**src/rtl/ccff_prog_pkg.sv**
```systemverilog
// Shared types and sizing helpers for the ccff programming controller.
package ccff_prog_pkg;

  typedef enum logic [1:0] {
    ST_IDLE  = 2'd0,
    ST_FETCH = 2'd1,
    ST_SHIFT = 2'd2,
    ST_DONE  = 2'd3
  } state_t;

  // How a chain of chain_len bits splits into word_w-bit bitstream words.
  typedef struct packed {
    logic [31:0] n_words;
    logic [31:0] last_bits;
  } word_plan_t;

  function automatic word_plan_t calc_word_plan(input int unsigned chain_len,
                                                input int unsigned word_w);
    word_plan_t p;
    p.n_words   = (chain_len + word_w - 1) / word_w;
    p.last_bits = ((chain_len % word_w) == 0) ? word_w : (chain_len % word_w);
    return p;
  endfunction

endpackage

```
**src/rtl/ccff_prog_ctrl_if.sv**
```systemverilog
// Bitstream word stream (valid/ready) feeding the ccff programming controller.
interface ccff_prog_ctrl_if #(
  parameter int WORD_W = 32
) ();

  logic [WORD_W-1:0] s_data;
  logic              s_valid;
  logic              s_ready;

  modport master (output s_data, output s_valid, input s_ready);
  modport slave  (input s_data, input s_valid, output s_ready);

endinterface

```
**src/rtl/ccff_word_buf.sv**
```systemverilog
// One-word prefetch buffer. Accepts a word only while empty and enabled;
// the consumer pops it when it moves the word into its shift register.
module ccff_word_buf #(
  parameter int WORD_W = 32
) (
  input  logic              clk,
  input  logic              srst,
  input  logic              i_en,
  input  logic [WORD_W-1:0] i_data,
  input  logic              i_valid,
  output logic              o_ready,
  output logic [WORD_W-1:0] o_data,
  output logic              o_valid,
  input  logic              i_pop
);

  logic [WORD_W-1:0] r_data;
  logic              r_valid;

  assign o_ready = i_en && !r_valid;
  assign o_data  = r_data;
  assign o_valid = r_valid;

  // Fill on handshake, drain on pop; fill and pop never coincide because
  // ready requires the buffer to be empty and pop requires it to be full.
  always_ff @(posedge clk) begin
    if (srst) begin
      r_data  <= '0;
      r_valid <= 1'b0;
    end else if (i_valid && o_ready) begin
      r_data  <= i_data;
      r_valid <= 1'b1;
    end else if (i_pop) begin
      r_valid <= 1'b0;
    end
  end

endmodule

```
**src/rtl/ccff_prog_ctrl.sv**
```systemverilog
// Serial loader for a configuration flip-flop chain: takes bitstream words,
// shifts them LSB-first into the chain with a gated programming clock.
// Optional readback of the old chain contents: define CCFF_READBACK_EN.
module ccff_prog_ctrl
  import ccff_prog_pkg::*;
#(
  parameter int CHAIN_LEN = 8,
  parameter int WORD_W    = 32
) (
  input  logic              prog_clk,
  input  logic              prog_reset,
  input  logic              start,
  ccff_prog_ctrl_if.slave   s_if,
  output logic              ccff_head,
  output logic              ccff_clk_en,
  input  logic              ccff_tail,
  output logic              busy,
  output logic              done,
  output logic [WORD_W-1:0] rb_data,
  output logic              rb_valid
);

  localparam word_plan_t  PLAN    = calc_word_plan(CHAIN_LEN, WORD_W);
  localparam int unsigned N_WORDS = PLAN.n_words;
  localparam int          BC_W    = $clog2(CHAIN_LEN + 1);
  localparam int          WC_W    = $clog2(N_WORDS + 1);
  localparam int          WB_W    = $clog2(WORD_W + 1);
  localparam logic [WB_W-1:0] LAST_BITS = WB_W'(PLAN.last_bits);

  state_t            r_state, w_state_next;
  logic [WORD_W-1:0] r_shift;
  logic [WB_W-1:0]   r_wbits;     // bits still to shift from the current word
  logic [BC_W-1:0]   r_bit_cnt;   // bits shifted into the chain so far
  logic [WC_W-1:0]   r_word_cnt;  // words accepted from the stream
  logic              r_head;

  logic              w_buf_ready, w_buf_valid, w_pop, w_accept;
  logic [WORD_W-1:0] w_buf_data;
  logic              w_word_last, w_chain_last, w_accept_en;
  logic [WB_W-1:0]   w_load_bits;

  assign w_accept_en  = (r_state != ST_IDLE) && (r_word_cnt < WC_W'(N_WORDS));
  assign w_accept     = s_if.s_valid && w_buf_ready;
  assign s_if.s_ready = w_buf_ready;
  assign w_word_last  = (r_wbits == WB_W'(1));
  assign w_chain_last = (r_bit_cnt == BC_W'(CHAIN_LEN - 1));
  // The buffered word is always the most recently accepted one, so it is the
  // final word exactly when the accepted count has reached the word total.
  assign w_load_bits  = (r_word_cnt == WC_W'(N_WORDS)) ? LAST_BITS : WB_W'(WORD_W);
  // Move the buffered word into the shift register when idle-fetching, or
  // seamlessly on the cycle the current word runs out.
  assign w_pop = w_buf_valid &&
                 ((r_state == ST_FETCH) ||
                  ((r_state == ST_SHIFT) && w_word_last && !w_chain_last));

  ccff_word_buf #(.WORD_W(WORD_W)) u_word_buf (
    .clk     (prog_clk),
    .srst    (prog_reset),
    .i_en    (w_accept_en),
    .i_data  (s_if.s_data),
    .i_valid (s_if.s_valid),
    .o_ready (w_buf_ready),
    .o_data  (w_buf_data),
    .o_valid (w_buf_valid),
    .i_pop   (w_pop)
  );

  // State register
  always_ff @(posedge prog_clk) begin
    if (prog_reset) r_state <= ST_IDLE;
    else            r_state <= w_state_next;
  end

  // Next-state decode
  always_comb begin
    w_state_next = r_state;
    case (r_state)
      ST_IDLE:  if (start) w_state_next = ST_FETCH;
      ST_FETCH: if (w_buf_valid) w_state_next = ST_SHIFT;
      ST_SHIFT: begin
        if (w_chain_last)                    w_state_next = ST_DONE;
        else if (w_word_last && !w_buf_valid) w_state_next = ST_FETCH;
      end
      default:  w_state_next = ST_IDLE;
    endcase
  end

  // FSM outputs; the head keeps its last shifted value while the gate is off
  always_comb begin
    busy        = (r_state != ST_IDLE);
    ccff_clk_en = (r_state == ST_SHIFT);
    done        = (r_state == ST_DONE);
    ccff_head   = ccff_clk_en ? r_shift[0] : r_head;
  end

  // Shift datapath and bit/word counters
  always_ff @(posedge prog_clk) begin
    if (prog_reset) begin
      r_shift    <= '0;
      r_wbits    <= '0;
      r_bit_cnt  <= '0;
      r_word_cnt <= '0;
      r_head     <= 1'b0;
    end else begin
      if ((r_state == ST_IDLE) && start) begin
        r_bit_cnt  <= '0;
        r_word_cnt <= '0;
      end else if (w_accept) begin
        r_word_cnt <= r_word_cnt + WC_W'(1);
      end
      if (r_state == ST_SHIFT) begin
        r_head    <= r_shift[0];
        r_bit_cnt <= r_bit_cnt + BC_W'(1);
      end
      if (w_pop) begin
        r_shift <= w_buf_data;
        r_wbits <= w_load_bits;
      end else if (r_state == ST_SHIFT) begin
        r_shift <= {1'b0, r_shift[WORD_W-1:1]};
        r_wbits <= r_wbits - WB_W'(1);
      end
    end
  end

`ifdef CCFF_READBACK_EN
  logic [WORD_W-1:0] r_rb_acc, r_rb_data, w_rb_next;
  logic [WB_W-1:0]   r_rb_cnt;
  logic              r_rb_valid;

  assign w_rb_next = r_rb_acc | (WORD_W'(ccff_tail) << r_rb_cnt);
  assign rb_data   = r_rb_data;
  assign rb_valid  = r_rb_valid;

  // Collect the pre-edge tail bit each shift; publish on a full word or the final bit
  always_ff @(posedge prog_clk) begin
    if (prog_reset) begin
      r_rb_acc   <= '0;
      r_rb_cnt   <= '0;
      r_rb_data  <= '0;
      r_rb_valid <= 1'b0;
    end else begin
      r_rb_valid <= 1'b0;
      if (ccff_clk_en) begin
        if ((r_rb_cnt == WB_W'(WORD_W - 1)) || w_chain_last) begin
          r_rb_data  <= w_rb_next;
          r_rb_valid <= 1'b1;
          r_rb_acc   <= '0;
          r_rb_cnt   <= '0;
        end else begin
          r_rb_acc <= w_rb_next;
          r_rb_cnt <= r_rb_cnt + WB_W'(1);
        end
      end
    end
  end
`else
  logic w_tail_unused;
  assign w_tail_unused = ccff_tail;
  assign rb_data  = '0;
  assign rb_valid = 1'b0;
`endif

endmodule

```
**src/flat_wrapper.sv**
```systemverilog
// flat-port wrapper written by rule: the top's interface ports become plain ports
module ccff_prog_ctrl_flat import ccff_prog_pkg::*;
#(
  parameter int CHAIN_LEN = 8,
  parameter int WORD_W    = 32
)
  (prog_clk, prog_reset, start, ccff_head, ccff_clk_en, ccff_tail, busy, done, rb_data, rb_valid, s_if_s_data, s_if_s_valid, s_if_s_ready);
  ccff_prog_ctrl_if #(.WORD_W(WORD_W)) s_if_i ();
  input  logic prog_clk;
  input  logic prog_reset;
  input  logic start;
  output logic ccff_head;
  output logic ccff_clk_en;
  input  logic ccff_tail;
  output logic busy;
  output logic done;
  output logic [WORD_W-1:0] rb_data;
  output logic rb_valid;
  input wire logic [$bits(s_if_i.s_data)-1:0] s_if_s_data;
  input wire logic [$bits(s_if_i.s_valid)-1:0] s_if_s_valid;
  output wire logic [$bits(s_if_i.s_ready)-1:0] s_if_s_ready;
  assign s_if_i.s_data = s_if_s_data;
  assign s_if_i.s_valid = s_if_s_valid;
  assign s_if_s_ready = s_if_i.s_ready;
  ccff_prog_ctrl #(.CHAIN_LEN(CHAIN_LEN), .WORD_W(WORD_W)) u_core (.prog_clk(prog_clk), .prog_reset(prog_reset), .start(start), .s_if(s_if_i), .ccff_head(ccff_head), .ccff_clk_en(ccff_clk_en), .ccff_tail(ccff_tail), .busy(busy), .done(done), .rb_data(rb_data), .rb_valid(rb_valid));
endmodule
```
**config.mk**
```make
export PLATFORM = sky130hd
export DESIGN_NAME = ccff_prog_ctrl_flat
export DESIGN_NICKNAME = d
export VERILOG_FILES = /design/src/rtl/ccff_prog_pkg.sv /design/src/rtl/ccff_prog_ctrl_if.sv /design/src/rtl/ccff_word_buf.sv /design/src/rtl/ccff_prog_ctrl.sv /design/src/flat_wrapper.sv
export SDC_FILE = /design/constraint.sdc
export NUM_CORES = 1
export LEC_CHECK = 0
export BUFFER_PORTS_ARGS = -buffer_cell sky130_fd_sc_hd__clkbuf_2
export CORE_MARGIN = 5
export CORE_UTILIZATION = 42
export DETAILED_ROUTE_END_ITERATION = 6
export PLACE_DENSITY = 0.7
export RECOVER_POWER = 25
export SLEW_MARGIN = 5
export SYNTH_ARGS = -nofsm -noshare
export SYNTH_HDL_FRONTEND = slang
export SYNTH_HIERARCHICAL = 1
export SYNTH_SLANG_ARGS = --single-unit
```
**constraint.sdc**
```tcl
create_clock -name prog_clk -period 2.4 [get_ports prog_clk]
set_input_delay 0.36 -clock prog_clk [delete_from_list [all_inputs] [get_ports prog_clk]]
set_output_delay 0.36 -clock prog_clk [all_outputs]
set_load 0.01 [all_outputs]
```
# Word-level counts from Yosys, hierarchy flattened
# Cells that the tools add are included.
# word_totals
ff_bits	79
latchBits	0
mem_bits_rw	0
romBits	0
inputBits	37
output_inout_bits	38
wordCells	53
mem_count	0
# classes
add_sub_neg	3
mul	0
n_div	0
order_cmp	1
eq_ne	8
n_shift	0
n_mux	15
bitwise_logic	0
n_reduce_logical	18
# op_table
cell	count
two-way mux 32 bit	2
two-way mux 6 bit	3
logical AND 1 bit	8
two-way mux 2 bit	4
two-way mux 4 bit	2
nonzero test 2 bit	4
equality test 6 x 1 -> 1 bit (second input constant)	1
case mux 2 bit (3 select lines)	1
subtractor 6 x 1 -> 6 bit (second input constant)	1
adder 4 x 1 -> 4 bit (second input constant)	1
equality test 2 bit (second input constant)	2
equality test 4 x 3 -> 1 bit (second input constant)	1
inequality test 2 bit (second input constant)	2
two-way mux 1 bit	3
inequality test 3 x 1 -> 1 bit (second input constant)	1
AND reduction 3 bit	1
equality test 2 x 1 -> 1 bit (second input constant)	1
zero test 1 bit	2
zero test 2 bit	1
OR reduction 2 bit	1
adder 1 bit (second input constant)	1
logical OR 1 bit	1
less-than comparator 1 bit (second input constant)	1

# Logic depth before layout (Yosys ltp)
# Gate-level depths: netlist of run 1.
# logic_depth
depth_word	7
ltp_mapped	10
ltp_nobuf	8

# Modules after synthesis
# Netlist of run 1, hierarchy kept.
# modules_own_cells
module	n_inst	cells_per_inst	area_each_um2	seq_area_each_um2
ccff_prog_ctrl	1	276	2633.8	920.9
ccff_word_buf	1	144	1512.7	660.6

# Worst setup path after synthesis of run 1
# OpenSTA, ideal clock, no wires.
# synth_path
path_kind	register to register
start	register u_core.r_wbits[2]
end	register u_core.u_word_buf.r_valid, in the netlist u_core/u_word_buf/o_valid
setup_ns	0.115
arrival_ns	1.947
t_required_ns	2.285
path_slack_ns	0.338
stages_incl_launch_ff	9
period_less_slack_ns	2.062
cell_sequence	dfxtp_1 > or3_4 > or4b_1 > buf_2 > and2_4 > buf_6 > inv_1 > nor2b_1 > o21ba_2
# synth_between
elab_chain_cells	6
# synth_rtl
item	line	text
from (decl)	ccff_prog_ctrl.sv:32	logic [WB_W-1:0] r_wbits;
from (signal assigned)	ccff_prog_ctrl.sv:117	r_wbits <= w_load_bits;
from (signal assigned)	ccff_prog_ctrl.sv:120	r_wbits <= r_wbits - WB_W'(1);
equality test 6 x 1 -> 1 bit	ccff_prog_ctrl.sv:45	assign w_word_last = (r_wbits == WB_W'(1));
logical AND 1 bit (2 in series)	ccff_prog_ctrl.sv:54	((r_state == ST_SHIFT) && w_word_last && !w_chain_last));
logical OR 1 bit	ccff_prog_ctrl.sv:53	((r_state == ST_FETCH) ||
logical AND 1 bit	ccff_prog_ctrl.sv:52	assign w_pop = w_buf_valid &&
net u_core.w_pop	ccff_prog_ctrl.sv:37	logic w_buf_ready, w_buf_valid, w_pop, w_accept;
nonzero test 2 bit (no source line)	n/a	
to (signal assigned)	ccff_word_buf.sv:29	r_valid <= 1'b0;
to (signal assigned)	ccff_word_buf.sv:32	r_valid <= 1'b1;
to (signal assigned)	ccff_word_buf.sv:34	r_valid <= 1'b0;
to (decl)	ccff_word_buf.sv:18	logic r_valid;
# The timed path passes the listed nets, and every way through them passes these cells.
# A chain may end at the register's enable or synchronous reset.

# Final worst setup path of run 1
# Same ends and word-level chain as after synthesis.

==> Flow_metrics.wiki, run 1 <==
{| class="wikitable"
! Metric !! Value
|-
| Status || complete, no violations
|-
| Largest incremental delay on the critical path || 560 ps
|-
| Clock Sinks || 79
|-
| Antenna violations before repair || 0
|-
| Crit path max-delay family || simple AND/OR/NAND/NOR gates
|-
| Floorplan die height || 109.4 microns
|-
| Clk_lat worst skew || 340 ps
|-
| Synthesized-area fraction occupied by adder cells || 0.009053
|-
| CTS Hold Bufs || 0
|-
| Number of buffers between clock root and the deepest sink || 2
|-
| Portion of the post-synthesis area used by sequential elements || 0.3814
|-
| Maximum achievable frequency || 0.4634 GHz
|-
| Hold Fails Final Rpt || 0
|-
| Wire length of the first global-routing pass || 12.56 mm
|-
| Width of the chip || 109.4 microns
|-
| Arrival time of the worst setup path || 2400 ps
|-
| Core region area || 0.009684 sq mm
|-
| Initial DRC count || 141
|-
| Number of nets with antenna violations after routing || 0
|-
| Hold Crit Depth || 2
|-
| Crit path launch type || register
|-
| Area after DPL || 0.004293 sq mm
|-
| Power per cell area || 664.5 mW/mm^2
|-
| Sink of the worst hold path || u_core/r_word_cnt$_SDFFE_PP0P_
|-
| RR Endpoint || u_core/u_word_buf/o_valid$_SDFFE_PP0P_
|-
| Warnings, synthesis || 6
|-
| Slack of the worst reg-to-reg path || 240 ps
|-
| Final HPWL DP || 4.946 mm
|-
| Setup repair after global routing missed its margin || false
|-
| Worst-case vdd ir drop || 0.0002946 V
|-
| Register clock-pin slew on the reported worst setup and hold paths || 80 ps
|-
| Post-synthesis sequential element count || 79
|-
| Die ar. || 0.01196 sq mm
|-
| Part of the cycle the worst path needs || 0.8992
|-
| Number of vias in the routed layout || 2850
|-
| Proportion of synthesized area in mux cells || 0.1575
|-
| Fraction of layout instances using a drive strength above 1 || 0.2257
|-
| CP required || 2640 ps
|-
| Total grt overflow || 0
|-
| Clock buffers created by TritonCTS || 9
|-
| Root Buffer || clkbuf_8
|-
| Buffers inserted by post-CTS timing repair || 0
|-
| Antenna cells || 0
|-
| Post-cts resize count || 0
|-
| Final total power || 3.021 mW
|-
| Syn Area/Cell || 9.873 sq um
|-
| Total leakage power || 1.701 nW
|-
| Mapped Area || 0.004146 sq mm
|-
| Avg WL per Cell || 12.62 microns
|-
| Post-layout minimum cycle time || 2158 ps
|-
| Tot GR Track Use || 0.1294
|-
| EDFF count, synth || 0
|-
| Syn Inst Count || 420
|-
| Pin count of the biggest net entering global routing || 62
|-
| # port buffers || 40
|-
| Final clock skew || 5.968 ps
|-
| Peak fanout along the critical path || 23
|-
| Worst max-slew margin expressed relative to the limit || 0.6156
|-
| Combinational family with the most area after synthesis || compound AO/OA/AOI/OAI gates
|-
| Synthesized-area fraction occupied by xor and xnor cells || 0.01267
|-
| Critical path class || reg2reg
|-
| Total buffers and inverters traversed by the critical path || 1
|-
| Count of different cell masters after synthesis || 46
|-
| Number of max-cap violations || 0
|-
| # DRC || 0
|-
| Library cell contributing the largest single delay on the critical path || or4b_1
|-
| Number of placed I/O pins || 75
|-
| Routability cong. || 0.7704
|-
| Final Max Tran Viols || 0
|-
| Final total negative setup slack || 0 ps
|-
| Number of standard-cell rows in the floorplan || 36
|-
| Total number of H-tree levels || 3
|-
| Pin slew with the least headroom to its limit || 576.6 ps
|-
| Ordered cell list for the critical path || or3_1, or4b_1, and2_4, inv_1, nor2b_1, o21ba_2
|-
| R2r worst-path depth || 6
|-
| Initial cell density of the core || 0.4282
|-
| Final net count || 487
|-
| Wirelength, routed || 7.381 mm
|-
| Via density per instance || 4.872
|-
| Critical register-to-register path startpoint || u_core/r_wbits[2]$_SDFFE_PP0P_
|-
| Element type at the critical path end || register
|-
| Class of the most critical hold timing path || in2reg
|-
| Share of flip-flops with an asynchronous set or reset after synthesis || 0
|-
| Hold path startpoint || start
|-
| Number of detailed-route iterations in the first pass || 4
|-
| CTS tree || done
|-
| Total non-filler cell area in the finished layout || 0.004546 sq mm
|-
| Synthesized-area fraction occupied by ao, oa, aoi and oai cells || 0.1666
|-
| Primary FF master, synth || dfxtp_1
|-
| Simple-gate share of the synthesized area || 0.1545
|-
| Number of global-route vias before repair || 2713
|-
| Signed area change from the synthesized netlist to the final layout || 9.626%
|-
| Final setup viols || 0
|}
-- how the worst max path moves through the flow --
| stage | start | cells after the start | to |
|---|---|---|---|
| after floorplan | u_core/r_wbits[2]$_SDFFE_PP0P_ | 8 | u_core/u_word_buf/o_valid$_SDFFE_PP0P_ |
| after detailed placement | u_core/r_wbits[2]$_SDFFE_PP0P_ | 6 | u_core/u_word_buf/o_valid$_SDFFE_PP0P_ |
| after global placement | u_core/r_wbits[2]$_SDFFE_PP0P_ | 6 | u_core/u_word_buf/o_valid$_SDFFE_PP0P_ |
| final | u_core/r_wbits[2]$_SDFFE_PP0P_ | 6 | u_core/u_word_buf/o_valid$_SDFFE_PP0P_ |
| after global routing | u_core/r_wbits[2]$_SDFFE_PP0P_ | 6 | u_core/u_word_buf/o_valid$_SDFFE_PP0P_ |
| after CTS | u_core/r_wbits[2]$_SDFFE_PP0P_ | 6 | u_core/u_word_buf/o_valid$_SDFFE_PP0P_ |
-- through the flow --
step / utilization / setup slack (ps) / instances / hold slack, ps
floorplan: - / 338.0 / 452 / 444.3
global placement: 0.4433 / 322.7 / 569 / 456.1
detailed placement: 0.4433 / 291.6 / 569 / 468.6
CTS: 0.4700 / 268.8 / 585 / 209.6
global route: 0.4694 / 122.0 / 585 / 212.6
finish: 0.4694 / 242.0 / 585 / 232.2
-- Yosys cell counts, types with 2 or more instances --
cell      instances  area share
buf_4            33       0.060
nor2b_1           3      0.0045
inv_1             5      0.0045
nand3b_1          2      0.0036
buf_1             2      0.0018
nand2_1           7      0.0063
clkbuf_1         22       0.020
buf_6             5       0.014
a22oi_1           4      0.0072
mux2i_1          63        0.15
dfxtp_1          79        0.38
buf_12            3       0.014
nor3_1            6      0.0072
xor2_1            2      0.0042
nand3_1           2      0.0024
xnor2_1           4      0.0084
nor2_1           13       0.012
ha_1              3      0.0091
mux2_2            2      0.0054
a211oi_1          2      0.0036
a211oi_2         30       0.091
buf_2             2      0.0024
nand2b_1         66        0.10
a21oi_1          38       0.046
-- registers in the layout, summed over array words and instances (netlist names) --
signal / cells
u_core/r_bit_cnt: 4
u_core/r_head: 1
u_core/r_shift: 32
u_core/r_state: 2
u_core/r_wbits: 6
u_core/r_word_cnt: 1
u_core/u_word_buf/o_data: 32
u_core/u_word_buf/o_valid: 1
-- area by class of cell --
type                       count  area, sq um
clock inverter                 7        135.1
timing repair buffer          51        321.6
sequential                    79         1582
multi-input combinational    300         2195
inverter                       6        22.52
clock buffer                   9        123.9
tap                          133        166.4
fill                         928         5139
-- where the power goes --
part / internal, mW / switching, mW / leakage, nW
Clock: 0.790 / 0.470 / 0.133
Sequential: 1.37 / 0.0419 / 0.640
Combinational: 0.161 / 0.186 / 0.928
-- routing by layer --
layer | up-vias | share of wire | track usage
met5 | - | 0 | 0
met4 | 0 | 0.011 | 0.04274
met3 | 7 | 0.057 | 0.03523
met2 | 70 | 0.46 | 0.2101
met1 | 1330 | 0.47 | 0.1665
li1 | 1443 | - | -
-- cell usage in the layout, fill, tap and decap left out, drive strengths merged, types with 2 or more instances in the layout --
cell type	instances
ha	3
clkbuf	48
nand2	7
clkinv	3
nand3	2
conb	33
xnor2	4
nor2	13
a21oi	38
mux2	2
a22oi	4
xor2	2
nor3	6
mux2i	63
buf	12
and2	2
nand2b	66
nor2b	3
nand3b	2
dfxtp	79
a211oi	32
bufinv	4
inv	6
-- cell families after synthesis --
logic type,Yosys count
buf+inv,73
fa+ha+maj,3
compound gates,84
flops,79
other cells,1
mux,65
xor+xnor,6
simple gates,109
Power figures use the tool's default switching activity.
==> run 2, diff against run 1 <==
==> constraint.sdc (replaced) <==
create_clock -name prog_clk -period 2.4 [get_ports prog_clk]
set_input_delay 0.24 -clock prog_clk [delete_from_list [all_inputs] [get_ports prog_clk]]
set_output_delay 0.24 -clock prog_clk [all_outputs]
set_load 0.01 [all_outputs]
==> Flow_metrics.wiki, run 2 (synthesis results as in run 1) <==
{| class="wikitable"
! Metric !! Value
|-
| Total leakage power || 1.689 nW (-0.70%)
|-
| Antenna cells || 0 (unchanged)
|-
| Filler Cell Count || 915 (-1.4%)
|-
| Power per cell area || 634.6 mW/mm^2 (-4.5%)
|-
| Status || complete, no violations
|-
| Worst max-slew margin expressed relative to the limit || 0.6536 (+0.03797)
|-
| Number of placed I/O pins || 75 (unchanged)
|-
| Wirelength, routed || 7.114 mm (-3.6%)
|-
| Total grt overflow || 0 (unchanged)
|-
| Portion of total power attributed to sequential cells || 0.494 (+0.026)
|-
| Element type at the critical path end || register
|-
| Routability cong. || 0.7659 (-0.58%)
|-
| CTS tree || done
|-
| Design internal power || 2.196 mW (-5.5%)
|-
| Register clock-pin slew on the reported worst setup and hold paths || 80 ps (about the same)
|-
| Clock buffers created by TritonCTS || 9 (unchanged)
|-
| Final Max Tran Viols || 0 (unchanged)
|-
| Critical path class || reg2reg
|-
| Initial DRC count || 104 (-26%)
|-
| Combinational share of power || 0.118 (+0.003)
|-
| CTS Hold Bufs || 0 (unchanged)
|-
| # DRC || 0 (unchanged)
|-
| Antenna violations before repair || 0 (unchanged)
|-
| Net Switching || 0.6733 mW (-3.5%)
|-
| Final net count || 488 (+0.21%)
|-
| Core region area || 0.009684 sq mm (unchanged)
|-
| Number of nets with antenna violations after routing || 0 (unchanged)
|-
| # port buffers || 40 (unchanged)
|-
| Via density per instance || 4.783 (-1.8%)
|-
| Post-Place Worst Slack || 308.8 ps (+17.14 ps)
|-
| Signed area change from the synthesized netlist to the final layout || 9.022%
|-
| Fraction of layout instances using a drive strength above 1 || 0.2235 (-0.002212)
|-
| Number of detailed-route iterations in the first pass || 4 (unchanged)
|-
| Final total power || 2.869 mW (-5.0%)
|-
| Class of the most critical hold timing path || in2reg
|-
| Fraction of power consumed by the clock network || 0.388 (-0.029)
|-
| Number of buffers between clock root and the deepest sink || 2 (unchanged)
|-
| Tot GR Track Use || 0.1241 (-0.005258)
|-
| Setup repair after global routing missed its margin || false
|-
| Clock Sinks || 79 (unchanged)
|-
| CP required || 2640 ps (about the same)
|-
| Number of standard-cell rows in the floorplan || 36 (unchanged)
|-
| Die ar. || 0.01196 sq mm (unchanged)
|-
| Pin count of the biggest net entering global routing || 53 (-15%)
|-
| Final total negative setup slack || 0 ps (unchanged)
|-
| Post-layout minimum cycle time || 2140 ps (-18.38 ps)
|-
| Number of vias in the routed layout || 2798 (-1.8%)
|-
| Commonest non-fill, non-tap cell in the layout || dfxtp_1
|-
| Final HPWL DP || 4.978 mm (+0.65%)
|-
| Width of the chip || 109.4 microns (unchanged)
|-
| Pin slew with the least headroom to its limit || 519.6 ps (-56.96 ps)
|-
| Avg WL per Cell || 12.16 microns (-3.6%)
|-
| Number of max-cap violations || 0 (unchanged)
|-
| Least setup slack across all paths after layout || 260.3 ps (+18.38 ps)
|-
| Slack of the worst reg-to-reg path || 260 ps (+20 ps)
|-
| Hold Fails Final Rpt || 0 (unchanged)
|-
| Floorplan die height || 109.4 microns (unchanged)
|-
| Part of the cycle the worst path needs || 0.8915 (-0.007658)
|-
| Post-cts resize count || 0 (unchanged)
|-
| Peak fanout along the critical path || 24 (+4.3%)
|-
| Sw frac || 0.2347 (+0.003750)
|-
| Arrival time of the worst setup path || 2380 ps (-20 ps)
|-
| Buffers inserted by post-CTS timing repair || 0 (unchanged)
|-
| Root Buffer || clkbuf_8
|-
| Worst-case vdd ir drop || 0.0004394 V (+49%)
|-
| Number of global-route vias before repair || 2707 (-0.22%)
|-
| Wire length of the first global-routing pass || 11.93 mm (-5.0%)
|-
| Total number of H-tree levels || 3 (unchanged)
|-
| Maximum achievable frequency || 0.4674 GHz (+0.86%)
|-
| Final setup viols || 0 (unchanged)
|-
| Clk_lat worst skew || 340 ps (about the same)
|-
| Initial cell density of the core || 0.4282 (unchanged)
|-
| Final clock skew || 8.033 ps (+2.066 ps)
|-
| Commonest cells after routing, fill and taps aside || dfxtp_1, nand2b_1, mux2i_1
|-
| Crit path launch type || register
|}
[run 2: changes by cell type in the layout (fill, tap and decap cells not counted)]
cell       previous run  this run
clkinv_2              3         1
clkbuf_1              1         2
clkbuf_8              9        12
bufinv_16             4         2
[run 2: metrics by stage]
step / utilization / hold slack (ps) / cell area, sq um / instances
after CTS: 0.4678 / 108.4 / 4531 / 585
after detailed placement: 0.4441 / 464.0 / 4300 / 570
after global placement: 0.4441 / 458.8 / 4300 / 570
final: 0.4668 / 126.1 / 4521 / 585
after global routing: 0.4668 / 112.5 / 4521 / 585
after floorplan: - / 351.7 / 4267 / 452
[run 2: path summary, 6_finish.rpt]
kind,from,endpoint,cells past startpoint
hold / removal,start,u_core/r_word_cnt$_SDFFE_PP0P_,2
setup reg to reg,u_core/r_wbits[2]$_SDFFE_PP0P_,u_core/u_word_buf/o_valid$_SDFFE_PP0P_,6
setup / recovery,u_core/r_wbits[2]$_SDFFE_PP0P_,u_core/u_word_buf/o_valid$_SDFFE_PP0P_,6
hold reg to reg,u_core/u_word_buf/o_data[8]$_SDFFE_PP0P_,u_core/u_word_buf/o_data[8]$_SDFFE_PP0P_,2
[run 2: area by class of cell]
cell class                      count  area [sq um]  area share
Tap cell                          133         166.4     0.03681
Inverter                            6         22.52    0.004982
Multi-Input combinational cell    300          2195      0.4855
Clock inverter                      3         65.06     0.01439
Sequential cell                    79          1582      0.3498
Clock buffer                       12         165.2     0.03653
Timing Repair Buffer               52         325.3     0.07196
[run 2: power by group through the flow]
stage	registers (mW)	clock network [mW]	logic, mW
final	1.42	1.11	0.339
after global routing	1.42	1.21	0.377
after CTS	1.42	1.15	0.345
after detailed placement	1.45	0	0.343
after global placement	1.45	0	0.337
after floorplan	1.43	0	0.331
[run 2: critical path, cell delays in order, from the launching register on]
cell	delay, ps
dfxtp_1	340
or3_1	430
or4b_1	550
and2_4	270
inv_1	170
nor2b_1	70
o21ba_2	190
[run 2: per-layer routing]
layer / vias up / share of wire / GRT usage
li1: 1444 / - / -
met1: 1284 / 0.47 / 0.1506
met2: 62 / 0.46 / 0.2114
met3: 8 / 0.055 / 0.02877
met4: 0 / 0.013 / 0.05076
met5: - / 0 / 0
==> run 3, diff against run 2 <==
- BUFFER_PORTS_ARGS: -buffer_cell sky130_fd_sc_hd__clkbuf_2 -> -buffer_cell sky130_fd_sc_hd__buf_2
==> Flow_metrics.wiki, run 3 (synthesis results as in run 1) <==
{| class="wikitable"
! Metric !! Value
|-
| Status || complete, no violations
|-
| Commonest non-fill, non-tap cell in the layout || dfxtp_1
|-
| Number of placed I/O pins || 75 (unchanged)
|-
| Uppermost layer routed || met4
|-
| Final net count || 486 (-0.41%)
|-
| Arrival time of the worst setup path || 2410 ps (+30 ps)
|-
| RR Endpoint || u_core/u_word_buf/o_valid$_SDFFE_PP0P_
|-
| Width of the chip || 109.4 microns (unchanged)
|-
| Ordered cell list for the critical path || or3_1, or4b_1, and2_4, inv_1, nor2b_1, o21ba_2
|-
| Pin slew with the least headroom to its limit || 834.3 ps (+314.7 ps)
|-
| Hold Fails Final Rpt || 0 (unchanged)
|-
| Min Hold Slack || 102.1 ps (-23.95 ps)
|-
| Post-layout minimum cycle time || 2148 ps (+8.190 ps)
|-
| Final clock skew || 9.608 ps (+1.575 ps)
|-
| Number of global-route vias before repair || 2708 (+0.037%)
|-
| Launch point of the critical path || u_core/r_wbits[2]$_SDFFE_PP0P_
|-
| Worst-case vdd ir drop || 0.0004710 V (+7.2%)
|-
| Worst Setup EP || u_core/u_word_buf/o_valid$_SDFFE_PP0P_
|-
| Worst max-slew margin expressed relative to the limit || 0.4438 (-0.2098)
|-
| Final HPWL DP || 4.957 mm (-0.43%)
|-
| Die ar. || 0.01196 sq mm (unchanged)
|-
| Number of buffers between clock root and the deepest sink || 2 (unchanged)
|-
| Clock Sinks || 79 (unchanged)
|-
| Number of placed cells counting well taps || 568 (-0.35%)
|-
| R2r worst-path depth || 6 (unchanged)
|-
| Register clock-pin slew on the reported worst setup and hold paths || 80 ps (about the same)
|-
| Routed wl met3 || 422 microns (+8.8%)
|-
| # port buffers || 40 (unchanged)
|-
| Floorplan die height || 109.4 microns (unchanged)
|-
| Antenna cells || 0 (unchanged)
|-
| Clk_lat worst skew || 360 ps (+20 ps)
|-
| Crit path max-delay family || simple AND/OR/NAND/NOR gates
|-
| Final total negative setup slack || 0 ps (unchanged)
|-
| Wirelength, routed || 7.367 mm (+3.6%)
|-
| Number of nets with antenna violations after routing || 0 (unchanged)
|-
| Area after DPL || 0.004285 sq mm (-0.35%)
|-
| Final total power || 2.931 mW (+2.2%)
|-
| Number of cells in the finished layout apart from fillers || 584 (-0.17%)
|-
| Tot GR Track Use || 0.1288 (+0.004700)
|-
| Critical register-to-register path startpoint || u_core/r_wbits[2]$_SDFFE_PP0P_
|-
| Avg WL per Cell || 12.61 microns (+3.7%)
|-
| Total grt overflow || 0 (unchanged)
|-
| Final Max Tran Viols || 0 (unchanged)
|-
| Power per cell area || 649.6 mW/mm^2 (+2.4%)
|-
| Critical path class || reg2reg
|-
| Number of max-cap violations || 0 (unchanged)
|-
| Commonest cells after routing, fill and taps aside || dfxtp_1, nand2b_1, mux2i_1
|-
| Element type at the critical path end || register
|-
| Number of vias in the routed layout || 2854 (+2.0%)
|-
| Core region area || 0.009684 sq mm (unchanged)
|-
| Total non-filler cell area in the finished layout || 0.004512 sq mm (-0.19%)
|-
| Peak fanout along the critical path || 25 (+4.2%)
|-
| Routability cong. || 0.7365 (-3.8%)
|-
| Total leakage power || 1.673 nW (-0.94%)
|-
| Fraction of layout instances using a drive strength above 1 || 0.2195 (-0.003939)
|-
| Signed area change from the synthesized netlist to the final layout || 8.811%
|-
| Number of detailed-route iterations in the first pass || 4 (unchanged)
|-
| Post-cts resize count || 0 (unchanged)
|-
| Wire length of the first global-routing pass || 12.14 mm (+1.8%)
|-
| CP required || 2660 ps (+20 ps)
|-
| Total number of H-tree levels || 3 (unchanged)
|-
| Clock buffers created by TritonCTS || 9 (unchanged)
|-
| Largest incremental delay on the critical path || 560 ps (about the same)
|-
| Maximum achievable frequency || 0.4656 GHz (-0.38%)
|-
| Wire length on met2 || 3.475 mm (+5.4%)
|-
| # DRC || 0 (unchanged)
|-
| Number of standard-cell rows in the floorplan || 36 (unchanged)
|-
| Buffers inserted by post-CTS timing repair || 0 (unchanged)
|-
| Slack of the worst reg-to-reg path || 250 ps (about the same)
|-
| Antenna violations before repair || 0 (unchanged)
|-
| CTS Hold Bufs || 0 (unchanged)
|-
| Part of the cycle the worst path needs || 0.8949 (+0.003413)
|-
| Root Buffer || clkbuf_8
|-
| Crit path launch type || register
|-
| Filler Cell Count || 918 (+0.33%)
|-
| Initial cell density of the core || 0.4282 (unchanged)
|-
| Final setup viols || 0 (unchanged)
|-
| Total buffers and inverters traversed by the critical path || 1 (unchanged)
|-
| CTS tree || done
|-
| Library cell contributing the largest single delay on the critical path || or4b_1
|-
| Met1 WL || 3.340 mm (about the same)
|-
| Setup repair after global routing missed its margin || false
|-
| Cell depth of the worst setup path || 6 (unchanged)
|-
| Via density per instance || 4.887 (+2.2%)
|-
| Pin count of the biggest net entering global routing || 97 (+83%)
|-
| Initial DRC count || 144 (+38%)
|-
| Class of the most critical hold timing path || in2reg
|}
## run 3: worst register-to-register path, cell delays in order (launching register included)
cell and delay, ps:
dfxtp_1 340, or3_1 430, or4b_1 560, and2_4 280
inv_1 190, nor2b_1 60, o21ba_2 190
## run 3: per-layer routing
| metal | global-route usage | up-vias |
|---|---|---|
| met5 | 0 | - |
| met1 | 0.1517 | 1332 |
| met3 | 0.03288 | 11 |
| met4 | 0.06144 | 0 |
| met2 | 0.2184 | 67 |
| li1 | - | 1444 |
## run 3: stage by stage
step / worst slack, ps / util
final: 252.2 / 0.4659
after global routing: 157.2 / 0.4659
after CTS: 282.8 / 0.4669
after detailed placement: 291.1 / 0.4425
after global placement: 321.0 / 0.4425
after floorplan: 338.0 / -
## run 3: worst min-delay path by stage
stage | cells past startpoint | start | slack, ps | end
2_1_floorplan | 1 | start | 350 | u_core/r_word_cnt$_SDFFE_PP0P_
3_3_place_gp | 2 | u_core/r_head$_SDFF_PP0_ | 460 | u_core/r_head$_SDFF_PP0_
3_5_place_dp | 2 | u_core/u_word_buf/o_data[14]$_SDFFE_PP0P_ | 470 | u_core/u_word_buf/o_data[14]$_SDFFE_PP0P_
4_1_cts | 2 | start | 90 | u_core/r_word_cnt$_SDFFE_PP0P_
5_1_grt | 2 | start | 90 | u_core/r_word_cnt$_SDFFE_PP0P_
6_report | 2 | start | 100 | u_core/r_word_cnt$_SDFFE_PP0P_
## run 3: power by group
group | switching, mW | leakage (nW) | total, mW | internal (mW)
Clock | 0.485 | 0.120 | 1.17 | 0.689
Combinational | 0.181 | 0.913 | 0.340 | 0.159
Sequential | 0.0453 | 0.640 | 1.42 | 1.37
Total | 0.711 | 1.67 | 2.93 | 2.22
## run 3: cell type report
| class | instances | area (sq um) | share of cell area |
|---|---|---|---|
| clock buffer | 10 | 127.6 | 0.02829 |
| clock inverter | 6 | 108.9 | 0.02413 |
| inverter | 6 | 22.52 | 0.004992 |
| multi-input combinational | 300 | 2195 | 0.4864 |
| sequential | 79 | 1582 | 0.3505 |
| tap | 133 | 166.4 | 0.03688 |
| timing repair buffer | 50 | 310.3 | 0.06877 |
